[config.mk]
export PLATFORM = sky130hd
export DESIGN_NAME = uart_rx_unit_flat
export DESIGN_NICKNAME = d
export VERILOG_FILES = /design/src/rtl/uart_rx_unit_if.sv /design/src/rtl/uart_rx_unit.sv /design/src/flat_wrapper.sv
export SDC_FILE = /design/constraint.sdc
export NUM_CORES = 1
export LEC_CHECK = 0
export ABC_CLOCK_PERIOD_IN_PS = 5200
export CORE_ASPECT_RATIO = 0.75
export CORE_UTILIZATION = 57
export DETAILED_ROUTE_END_ITERATION = 6
export PLACE_DENSITY_LB_ADDON = 0.08
export REMOVE_ABC_BUFFERS = 1
export SLEW_MARGIN = 10
export SYNTH_ARGS = -nofsm -noshare
export SYNTH_HDL_FRONTEND = slang
export SYNTH_SLANG_ARGS = --single-unit
[constraint.sdc]
create_clock -name clock -period 5.2 [get_ports clock]
set_clock_uncertainty 0.2 [all_clocks]
set_input_delay 0.52 -clock clock [delete_from_list [all_inputs] [get_ports clock]]
set_output_delay 0.52 -clock clock [all_outputs]
set_load 0.01 [all_outputs]
[src/rtl/uart_rx_unit_if.sv]
// uart_rx_unit_if: serial line, frame settings and received-frame results
// for the UART receiver.
interface uart_rx_unit_if;
  logic       data_rx;
  logic [1:0] baud_rate;
  logic [1:0] parity_type;
  logic [7:0] data_out;
  logic       parity_error;
  logic       stop_error;
  logic       active_flag;
  logic       done_flag;

  modport master (
    output data_rx, baud_rate, parity_type,
    input  data_out, parity_error, stop_error,
    input  active_flag, done_flag
  );

  modport slave (
    input  data_rx, baud_rate, parity_type,
    output data_out, parity_error, stop_error,
    output active_flag, done_flag
  );
endinterface

[src/rtl/uart_rx_unit.sv]
// uart_rx_unit: oversampled UART receiver, 8N1 with optional odd/even parity.
// Define RX_MAJORITY_VOTE_EN for 2-of-3 majority sampling around mid-bit.
module uart_rx_unit #(
  parameter int CLK_FREQ   = 50_000_000,
  parameter int OVERSAMPLE = 16
) (
  input logic           clock,
  input logic           reset,
  uart_rx_unit_if.slave rx
);
  localparam int D0 = CLK_FREQ / (2400 * OVERSAMPLE);
  localparam int D1 = CLK_FREQ / (4800 * OVERSAMPLE);
  localparam int D2 = CLK_FREQ / (9600 * OVERSAMPLE);
  localparam int D3 = CLK_FREQ / (19200 * OVERSAMPLE);
  localparam int TW = $clog2(D0 + 1);
  localparam int CW = $clog2(OVERSAMPLE);
  localparam logic [CW-1:0] MID  = CW'(OVERSAMPLE / 2);
  localparam logic [CW-1:0] LAST = CW'(OVERSAMPLE - 1);

  typedef enum logic [2:0] {
    IDLE, START, DATA, PARITY, STOP, DONE
  } state_t;

  state_t        state;
  logic          sync1, sync2, line_q;
  logic [1:0]    baud_q, par_q;
  logic [TW-1:0] tick_cnt, div_m1;
  logic [CW-1:0] os_cnt;
  logic [2:0]    bit_cnt;
  logic [7:0]    shift;
  logic          par_flag;
  logic          tick, start_edge, parity_on;
  logic          sample_now, sample_bit;

  always_ff @(posedge clock) begin
    if (reset) begin
      sync1  <= 1'b1;
      sync2  <= 1'b1;
      line_q <= 1'b1;
    end else begin
      sync1  <= rx.data_rx;
      sync2  <= sync1;
      line_q <= sync2;
    end
  end

  always_comb begin
    unique case (baud_q)
      2'b00: div_m1 = TW'(D0 - 1);
      2'b01: div_m1 = TW'(D1 - 1);
      2'b10: div_m1 = TW'(D2 - 1);
      2'b11: div_m1 = TW'(D3 - 1);
    endcase
  end

  assign tick       = (tick_cnt == div_m1);
  assign start_edge = (state == IDLE) && line_q && !sync2;
  assign parity_on  = (par_q == 2'b01) || (par_q == 2'b10);

  // Both counters restart on the start edge so mid-bit lands mid-bit.
  always_ff @(posedge clock) begin
    if (reset || start_edge) begin
      tick_cnt <= '0;
      os_cnt   <= '0;
    end else if (tick) begin
      tick_cnt <= '0;
      os_cnt   <= (os_cnt == LAST) ? '0 : os_cnt + 1'b1;
    end else begin
      tick_cnt <= tick_cnt + 1'b1;
    end
  end

`ifdef RX_MAJORITY_VOTE_EN
  localparam logic [CW-1:0] MID_LO = CW'(OVERSAMPLE / 2 - 1);
  localparam logic [CW-1:0] MID_HI = CW'(OVERSAMPLE / 2 + 1);
  logic [1:0] votes;

  always_ff @(posedge clock) begin
    if (reset) begin
      votes <= 2'b11;
    end else if (tick && os_cnt == MID_LO) begin
      votes[0] <= sync2;
    end else if (tick && os_cnt == MID) begin
      votes[1] <= sync2;
    end
  end

  assign sample_now = tick && (os_cnt == MID_HI);
  assign sample_bit = (votes[0] & votes[1]) |
                      (sync2 & (votes[0] | votes[1]));
`else
  assign sample_now = tick && (os_cnt == MID);
  assign sample_bit = sync2;
`endif

  always_ff @(posedge clock) begin
    if (reset) begin
      state        <= IDLE;
      baud_q       <= '0;
      par_q        <= '0;
      bit_cnt      <= '0;
      shift        <= '0;
      par_flag     <= 1'b0;
      rx.data_out     <= '0;
      rx.parity_error <= 1'b0;
      rx.stop_error   <= 1'b0;
      rx.active_flag  <= 1'b0;
      rx.done_flag    <= 1'b0;
    end else begin
      unique case (state)
        IDLE: begin
          if (start_edge) begin
            state          <= START;
            baud_q         <= rx.baud_rate;
            par_q          <= rx.parity_type;
            rx.active_flag <= 1'b1;
          end
        end
        START: begin
          if (sample_now) begin
            if (sample_bit) begin
              state          <= IDLE;
              rx.active_flag <= 1'b0;
            end else begin
              state    <= DATA;
              bit_cnt  <= '0;
              par_flag <= 1'b0;
            end
          end
        end
        DATA: begin
          if (sample_now) begin
            shift   <= {sample_bit, shift[7:1]};
            bit_cnt <= bit_cnt + 1'b1;
            if (bit_cnt == 3'd7) begin
              state <= parity_on ? PARITY : STOP;
            end
          end
        end
        PARITY: begin
          if (sample_now) begin
            par_flag <= sample_bit !=
                        ((par_q == 2'b01) ? ~^shift : ^shift);
            state    <= STOP;
          end
        end
        STOP: begin
          // Leave half-way through the stop bit to re-arm early.
          if (sample_now) begin
            state           <= DONE;
            rx.data_out     <= shift;
            rx.parity_error <= par_flag;
            rx.stop_error   <= ~sample_bit;
            rx.active_flag  <= 1'b0;
            rx.done_flag    <= 1'b1;
          end
        end
        DONE: begin
          state        <= IDLE;
          rx.done_flag <= 1'b0;
        end
        default: state <= IDLE;
      endcase
    end
  end
endmodule

[src/flat_wrapper.sv]
// flat-port wrapper written by rule: the top's interface ports become plain ports
module uart_rx_unit_flat 
#(
  parameter int CLK_FREQ   = 50_000_000,
  parameter int OVERSAMPLE = 16
)
  (clock, reset, rx_data_rx, rx_baud_rate, rx_parity_type, rx_data_out, rx_parity_error, rx_stop_error, rx_active_flag, rx_done_flag);
  uart_rx_unit_if rx_i ();
  input logic clock;
  input logic reset;
  input wire logic [$bits(rx_i.data_rx)-1:0] rx_data_rx;
  input wire logic [$bits(rx_i.baud_rate)-1:0] rx_baud_rate;
  input wire logic [$bits(rx_i.parity_type)-1:0] rx_parity_type;
  output wire logic [$bits(rx_i.data_out)-1:0] rx_data_out;
  output wire logic [$bits(rx_i.parity_error)-1:0] rx_parity_error;
  output wire logic [$bits(rx_i.stop_error)-1:0] rx_stop_error;
  output wire logic [$bits(rx_i.active_flag)-1:0] rx_active_flag;
  output wire logic [$bits(rx_i.done_flag)-1:0] rx_done_flag;
  assign rx_i.data_rx = rx_data_rx;
  assign rx_i.baud_rate = rx_baud_rate;
  assign rx_i.parity_type = rx_parity_type;
  assign rx_data_out = rx_i.data_out;
  assign rx_parity_error = rx_i.parity_error;
  assign rx_stop_error = rx_i.stop_error;
  assign rx_active_flag = rx_i.active_flag;
  assign rx_done_flag = rx_i.done_flag;
  uart_rx_unit #(.CLK_FREQ(CLK_FREQ), .OVERSAMPLE(OVERSAMPLE)) u_core (.clock(clock), .reset(reset), .rx(rx_i));
endmodule
== Word level (Yosys, flattened, before mapping) ==
Cells that the tools add are included.

* Register bits: 49
* Input port bits: 7
* Output and inout bits: 12
* Logic and storage cells: 93

* $add $sub $neg: 3
* Equality and inequality tests: 23
* Multiplexer cells: 27
* Bitwise logic cells: 1
* Reductions and logical operators: 23

{| class="wikitable"
|+ Operator list
! operator !! count
|-
| $pmux W11 S4 || 1
|-
| $mux W3 || 10
|-
| $pmux W3 S5 || 1
|-
| $ne A2 B1 Y1 const B || 7
|-
| $add A11 B1 Y11 const B || 1
|-
| $eq A11 B11 Y1 || 1
|-
| $eq A3 B3 Y1 const B || 3
|-
| $mux W1 || 9
|-
| $eq A4 B4 Y1 const B || 2
|-
| $reduce_and A2 Y1 || 4
|-
| $reduce_and A4 Y1 || 2
|-
| $reduce_xnor A8 Y1 || 1
|-
| $reduce_xor A8 Y1 || 1
|-
| $eq A2 B2 Y1 const B || 3
|-
| $eq A3 B2 Y1 const B || 2
|-
| $pmux W3 S2 || 1
|-
| $reduce_and A6 Y1 || 1
|-
| $reduce_bool A2 Y1 || 3
|-
| $reduce_and A5 Y1 || 1
|-
| $add A4 B1 Y4 const B || 1
|-
| $eq A2 B1 Y1 const B || 2
|-
| $mux W4 || 1
|-
| $pmux W1 S2 || 2
|-
| $add A3 B1 Y3 const B || 1
|-
| other kinds (13) || 16
|}

== Longest topological paths before layout ==
Gate-level depths: netlist (run 1).

* Depth in word-level cells: 6
* Depth in mapped cells: 9
* Gate-level depth less buffers: 8

== Worst setup path before layout (run 1) ==
No wires, ideal clock.

* Path type: reg-to-reg
* Start: reg u_core.baud_q[0]
* End: reg u_core.rx.data_out[0]
* Library setup time: 0.128 ns
* Data arrival time: 2.161 ns
* Slack: 2.712 ns
* Cell stages (with the launch flop): 10
* Buffers on the path: 1
* Clock period less this slack: 2.488 ns
* Cell sequence: dfxtp_1 > inv_1 > ha_1 > xor2_1 > nand3_2 > or4_1 > buf_6 > nor2_8 > mux2i_1 > nor2_1

* Longest elaborated chain between the ends: 5

{| class="wikitable"
|+ RTL lines
! item !! line !! source
|-
| from (decl) || uart_rx_unit.sv:26 || <nowiki>logic [1:0] baud_q, par_q;</nowiki>
|-
| from (signal assigned) || uart_rx_unit.sv:114 || <nowiki>baud_q <= rx.baud_rate;</nowiki>
|-
| $eq A2 B2 Y1, or another cell as far along || uart_rx_unit.sv:48 || <nowiki>unique case (baud_q)</nowiki>
|-
| $pmux W11 S4 (*) || uart_rx_unit.sv:48 ||
|-
| $eq A11 B11 Y1 (*) || uart_rx_unit.sv:56 || <nowiki>assign tick = (tick_cnt == div_m1);</nowiki>
|-
| $logic_and A1 B1 Y1 (*) || uart_rx_unit.sv:92 || <nowiki>assign sample_now = tick && (os_cnt == MID);</nowiki>
|-
| $reduce_and A2 Y1 (no line) (*) || -- ||
|-
| to (signal assigned) || uart_rx_unit.sv:151 || <nowiki>rx.data_out <= shift;</nowiki>
|-
| to (decl) || uart_rx_unit_if.sv:21 || <nowiki>output data_out, parity_error, stop_error,</nowiki>
|}

Every way passes the cells marked *; elsewhere a longest branch is shown, timed or not.
A chain may end at the register's enable or synchronous reset.

== Worst setup path after layout (run 1) ==
* Start: reg u_core.baud_q[0]
* End: reg u_core.shift[5]

* Longest elaborated chain between the ends: 5

{| class="wikitable"
|+ RTL lines
! item !! line !! source
|-
| $eq A2 B2 Y1, or another cell as far along || uart_rx_unit.sv:48 ||
|-
| $pmux W11 S4 (*) || uart_rx_unit.sv:48 ||
|-
| $eq A11 B11 Y1 (*) || uart_rx_unit.sv:56 ||
|-
| $logic_and A1 B1 Y1 (*) || uart_rx_unit.sv:92 ||
|-
| $reduce_and A2 Y1 (no line) (*) || -- ||
|-
| to (signal assigned) || uart_rx_unit.sv:133 || <nowiki>shift <= {sample_bit, shift[7:1]};</nowiki>
|-
| to (decl) || uart_rx_unit.sv:30 || <nowiki>logic [7:0] shift;</nowiki>
|}

Marked as above.

==> impl_metrics.tcl, run 1 <==
set metrics [dict create \
    ff2ff_setup_slack_ns 2.38 \
    p_int_mw 0.507 \
    cp_max_fo 9 \
    drive_gt1_share_pct 6.84 \
    maxSlewViolCount 0 \
    cp_cell_sequence "inv_1 > ha_1 > xor2_1 > nand3_2 > nor4_4 > and2_1 > mux2i_1 > nor2_1" \
    antenna_found_initial 0 \
    max_stage_delay_ns 0.53 \
    nFillCells 336 \
    drt_iter0_markers 55 \
    htreeDepth 2 \
    viasPerCell 5.27 \
    crit_type "reg -> reg" \
    status "completed" \
    rr_worst_depth 8 \
    grt_use_total_pct 21.2 \
    layout.nets 279 \
    critPathRequiredTime_ns 5.19 \
    min_path_type "reg -> reg" \
    routedWlPerCell_um 12.4 \
    min_period_over_period_pct 54.2 \
    core_area_sq_um 3760 \
    switching_power_mw 0.158 \
    clk_latency_ns 0.31 \
    worst_ir_drop_vdd_mv 0.224 \
    die_h_um 56.9 \
    grt_pass1_wl_mm 6.74 \
    cts_hold_buf 0 \
    post_cts_buffers 0 \
    rr_endpoint "u_core.shift[5]" \
    antenna_cells 0 \
    seq_area_frac_synth_pct 42.9 \
    syn-cell-area_sq_um 2290 \
    setup_violations 0 \
    cts.sinks 49 \
    grt_pass1_vias 1480 \
    overflow 0 \
    grt_max_degree 36 \
    power_density_nw_per_um2 256 \
    period_minus_slack_ns 2.82 \
    io_buffer_count 18 \
    rsz0062_at_grt "false" \
    worstHoldStart "u_core.sync1" \
    yosysWarnings 0 \
    routabilityCongestion 0.823 \
    syn_area_per_cell_sq_um 9.34 \
    synth_seq_cells 49 \
    ctsLongestPathBuffers 2 \
    cts_tree "yes" \
    syn_inst 245 \
    max_slew_margin_pct 65.9 \
    clk_pin_slew_ns 0.10 \
    start_util_pct 60.9 \
    vias 1660 \
    whs_path_depth 1 \
    endpoint_kind "flip-flop" \
    cts_root_buf "clkbuf_8" \
    setup_tns_ns 0 \
    dr.pass1.iters 5 \
    leakage_nw 0.982 \
    area_growth_pct 13.5 \
    reg2reg_from "u_core.baud_q[0]" \
    wl_mm 3.91 \
    hold_violations 0 \
    synth_cell_types 41 \
    sw_frac_of_total_pct 23.8 \
    p_seq_share_pct 58.1 \
    post-route-drc-count 0 \
    die_area_sq_um 4270 \
    dpl.hpwl_mm 2.80 \
    tightest_slew_ns 0.512 \
    cts_resized 0 \
    drv_cap 0 \
    startpoint_type "flip-flop" \
    combPwrFrac_pct 5.6 \
    fmax_mhz 355 \
    num_rows 19 \
    ant_nets 0 \
    cts_inserted_buffers 5 \
    pwr-share-clk_pct 36.3 \
    ios 19 \
    finalPower_mw 0.666 \
    cp.arrival_ns 2.81 \
    cp_slowest_cell "and2_1" \
    die_w_um 75.1 \
    hold_end "u_core.sample_bit" \
]
-- synthesized netlist by cell type, drive strengths merged --
library cell | n | share of area [%]
or2 | 4 | 1.1
o2111ai | 1 | 0.38
dfxtp | 49 | 43
xor2 | 11 | 4.2
nand2 | 13 | 2.1
a31oi | 2 | 0.55
xnor2 | 11 | 4.2
o31ai | 1 | 0.33
a211oi | 2 | 0.66
nand3 | 5 | 1.3
and2 | 4 | 1.1
inv | 10 | 1.6
nand2b | 2 | 0.55
or4 | 2 | 0.66
nand3b | 2 | 0.66
nor2b | 1 | 0.27
a21oi | 8 | 1.8
o22ai | 2 | 0.55
o41ai | 1 | 0.38
mux2i | 26 | 11
o21ai | 1 | 0.22
nor4 | 2 | 1.2
clkbuf | 7 | 1.1
and3b | 1 | 0.38
o31a | 1 | 0.38
buf | 2 | 0.82
nor2 | 45 | 8.1
ha | 10 | 5.5
nor3 | 6 | 1.5
o21a | 1 | 0.33
and3 | 4 | 1.1
or3 | 1 | 0.27
nand4 | 4 | 1.1
and4 | 1 | 0.38
nor3b | 2 | 0.88
-- routing by layer --
layer	vias up	part of all wire, %	global-route usage [%]
li1	858	-	-
met1	772	56	33.0
met2	22	40	27.3
met3	8	3.3	5.39
met4	0	1.5	7.94
met5	-	0	0
-- stage by stage --
step	util (%)	area, sq um	hold WS, ns	cells	setup slack [ns]
global route	69.1	2590	0.242	315	2.16
global placement	66.4	2490	0.199	307	2.49
CTS	69.1	2590	0.222	315	2.40
detailed placement	66.4	2490	0.198	307	2.45
floorplan	-	2240	0.189	236	2.70
finish	69.1	2590	0.221	315	2.38
-- state kept, by name (all words and copies together), names as in the netlist, 2 cells and up --
name,cells
u_core.baud_q,2
u_core.state,3
u_core.os_cnt,4
u_core.bit_cnt,3
u_core.par_q,2
u_core.tick_cnt,11
u_core.shift,8
u_core.rx.data_out,8
-- layout by cell type, fill, tap and decap left out, drive strengths merged, types with 8 or more instances in the layout --
cell	count
nor2	45
a21oi	8
dfxtp	49
ha	10
xor2	11
inv	11
xnor2	11
nand2	13
mux2i	26
clkdlybuf4s50	18
-- cell families after synthesis --
| logic type | count (synthesis) | share of synthesized area [%] |
|---|---|---|
| AOI/OAI and AO/OA | 20 | 5.53 |
| xor gates and xnor gates | 22 | 8.42 |
| adders and majority gates | 10 | 5.47 |
| buffers and inverters | 19 | 3.61 |
| DFF | 49 | 42.9 |
| muxes | 26 | 11.4 |
| and+or+nand+nor | 99 | 22.7 |
-- worst max-delay path: cells and delay by family (launching register included) --
family,cells,cell delay (ns)
xor gates and xnor gates,1,0.17
adders and majority gates,1,0.30
buffers and inverters,1,0.09
DFF,1,0.43
muxes,1,0.27
and+or+nand+nor,4,1.25
-- cell type report --
cell class	instances	area, sq um	area share [%]
Tap cell	52	65.1	2.51
Timing Repair Buffer	19	188	7.23
Sequential cell	49	981	37.8
Inverter	10	37.5	1.45
Clock inverter	2	17.5	0.675
Multi-Input combinational cell	177	1220	47.2
Clock buffer	6	82.6	3.18
-- worst max-delay path by stage --
stage | cells past startpoint | from | slack (ns) | endpoint
floorplan | 8 | u_core.baud_q[0] | 2.70 | u_core.rx.data_out[0]
CTS | 8 | u_core.baud_q[0] | 2.40 | u_core.shift[1]
detailed placement | 8 | u_core.baud_q[0] | 2.45 | u_core.shift[1]
global route | 8 | u_core.baud_q[0] | 2.16 | u_core.shift[7]
global placement | 8 | u_core.baud_q[0] | 2.49 | u_core.shift[1]
finish | 8 | u_core.baud_q[0] | 2.38 | u_core.shift[5]
-- power groups by stage --
stage | Sequential [mW] | Combinational, mW | Clock (mW)
finish | 0.387 | 0.0371 | 0.242
global route | 0.388 | 0.0426 | 0.263
CTS | 0.387 | 0.0374 | 0.249
detailed placement | 0.395 | 0.0373 | 0
global placement | 0.395 | 0.0371 | 0
floorplan | 0.394 | 0.0234 | 0
Note: power is estimated with default switching activity, not from simulation.
==> run 2, diff against run 1 <==
Settings changed: ABC_CLOCK_PERIOD_IN_PS 5200 to 2600.
Clock period 5.2 ns to 2.6 ns, I/O delays scaled along.
==> run 2 against run 1 <==
Global-route usage up 1.3 points. Wire length up 6.7%. Critical path depth up 3. Worst setup slack worse by 2.3 ns. Non-clock buffer count up 9. Register-to-register slack worse by 2.3 ns. Cell area up 3.4%. Fmax up 14%. Largest cell class unchanged.
==> impl_metrics.tcl, run 2 (same netlist as run 1, synthesis figures left out) <==
set metrics [dict create \
    ff2ff_setup_slack_ns 0.12 \
    status "completed" \
    cts_hold_buf 0 \
    wl_mm 4.17 \
    tightest_slew_ns 0.373 \
    setup_violations 0 \
    power_density_nw_per_um2 475 \
    cp.buffers_inverters 4 \
    grt_pass1_vias 1458 \
    min_path_type "reg -> reg" \
    antenna_found_initial 0 \
    io_buffer_count 18 \
    cp.arrival_ns 2.48 \
    antenna_cells 0 \
    fin_ws_ns 0.116 \
    max_stage_delay_ns 0.38 \
    worst_ir_drop_vdd_mv 0.409 \
    switching_power_mw 0.293 \
    drt_iter0_markers 129 \
    core_area_sq_um 3760 \
    rsz0062_at_grt "false" \
    sw_frac_of_total_pct 23.0 \
    dp_cells 315 \
    num_rows 19 \
    dr.pass1.iters 4 \
    period_minus_slack_ns 2.48 \
    drv_cap 0 \
    cp_max_fo 8 \
    p_int_mw 0.981 \
    drive_gt1_share_pct 11.1 \
    clk_pin_slew_ns 0.08 \
    min_period_over_period_pct 95.5 \
    crit_type "reg -> reg" \
    grt_pass1_wl_mm 7.02 \
    vias 1708 \
    top_register "u_core.tick_cnt" \
    ant_nets 0 \
    area_growth_pct 17.3 \
    ctsLongestPathBuffers 2 \
    maxSlewViolCount 0 \
    final_common_cell "dfxtp_1" \
    startpoint_type "flip-flop" \
    critPathRequiredTime_ns 2.59 \
    routedWlPerCell_um 12.9 \
    routabilityCongestion 0.837 \
    htreeDepth 2 \
    cp_cell_sequence "inv_1 > ha_1 > nor3_1 > o22ai_1 > buf_4 > nor4_4 > buf_4 > and2_1 > buf_12 > mux2i_1 > nor2_1" \
    die_h_um 56.9 \
    place_ws_ns -0.0499 \
    grt_use_total_pct 22.4 \
    post-route-drc-count 0 \
    pwr-share-clk_pct 32.4 \
    grt_max_degree 31 \
    dpl.hpwl_mm 3.01 \
    die_area_sq_um 4270 \
    top_regs "u_core.tick_cnt: 11 flops, u_core.rx.data_out: 8 flops, u_core.shift: 8 flops" \
    max_slew_margin_pct 75.1 \
    cts_inserted_buffers 5 \
    overflow 0 \
    die_w_um 75.1 \
    endpoint_kind "flip-flop" \
    viasPerCell 5.29 \
    cp_slowest_cell "dfxtp_4" \
    p_seq_share_pct 60.4 \
    cts.sinks 49 \
    combPwrFrac_pct 7.2 \
    hold_violations 0 \
    final_cells 323 \
    crit_family "simple AND/OR/NAND/NOR gates" \
    clk_latency_ns 0.30 \
    cts_root_buf "clkbuf_8" \
    ios 19 \
    cp_common_cell "buf_4" \
    fmax_mhz 403 \
    start_util_pct 60.9 \
    largest_reg_flops 11 \
    layout_common_cells "dfxtp_1 (47), nor2_1 (44), mux2i_1 (26)" \
    cts_tree "yes" \
    leakage_nw 1.03 \
    layout.nets 289 \
]
run 2: changes by cell type in the layout (fill, tap and decap cells not counted), sizes merged:
cell,before,now
inv,11,10
buf,1,10
nor2,45,46
clkbuf,6,5
run 2: per-layer routing:
layer  global-route usage [%]  part of all wire, %  wire, um  vias to the layer above
li1                         -                    -         -                      879
met1                     35.8                   56      2320                      790
met2                     27.3                   38      1600                       32
met3                     5.75                  4.5       186                        7
met4                     9.52                  1.6        67                        0
met5                        0                    0         0                        -
run 2: final cells by class:
class | instances | area [sq um]
clock buffer | 5 | 68.8
clock inverter | 1 | 5.00
fill | 310 | 1070
inverter | 10 | 37.5
multi-input combinational | 178 | 1240
sequential | 49 | 986
tap | 52 | 65.1
timing repair buffer | 28 | 280
run 2: worst paths after layout:
| path | startpoint | to | cells after the start |
|---|---|---|---|
| setup / recovery | u_core.baud_q[0] | u_core.shift[3] | 11 |
| hold / removal | u_core.sync1 | u_core.sample_bit | 1 |
| setup reg to reg | u_core.baud_q[0] | u_core.shift[3] | 11 |
| hold reg to reg | u_core.sync1 | u_core.sample_bit | 1 |
run 2: what timing repair did:
item                       in CTS  in global routing
setup buffers                   0                  1
resized for setup               2                  3
gates cloned                    1                  0
setup endpoints to repair      11                 19
pin swaps                       1                  3
run 2: power by group through the flow:
stage | sequential [mW] | combinational, mW | clock (mW)
after floorplan | 0.787 | 0.0468 | 0
after detailed placement | 0.787 | 0.0914 | 0
after global routing | 0.770 | 0.103 | 0.457
after global placement | 0.787 | 0.0909 | 0
final | 0.769 | 0.0921 | 0.413
after CTS | 0.769 | 0.0920 | 0.430
run 2: metrics by stage:
stage	cell area (sq um)	util, %	total power, mW	TNS (ns)	hold WS, ns
2_1_floorplan	2240	-	0.834	0	0.129
3_3_place_gp	2580	68.7	0.878	0	0.202
3_5_place_dp	2580	68.7	0.879	-0.373	0.204
4_1_cts	2670	71.1	1.29	0	0.224
5_1_grt	2680	71.5	1.33	0	0.244
6_report	2680	71.5	1.27	0	0.226
==> run 3, diff against run 2 <==
Settings changed: ABC_CLOCK_PERIOD_IN_PS 2600 to not set, GPL_ROUTABILITY_DRIVEN set to 0.
==> results of run 3 <==
Same layout as run 2: the final DEF is identical, and so are final timing and power.
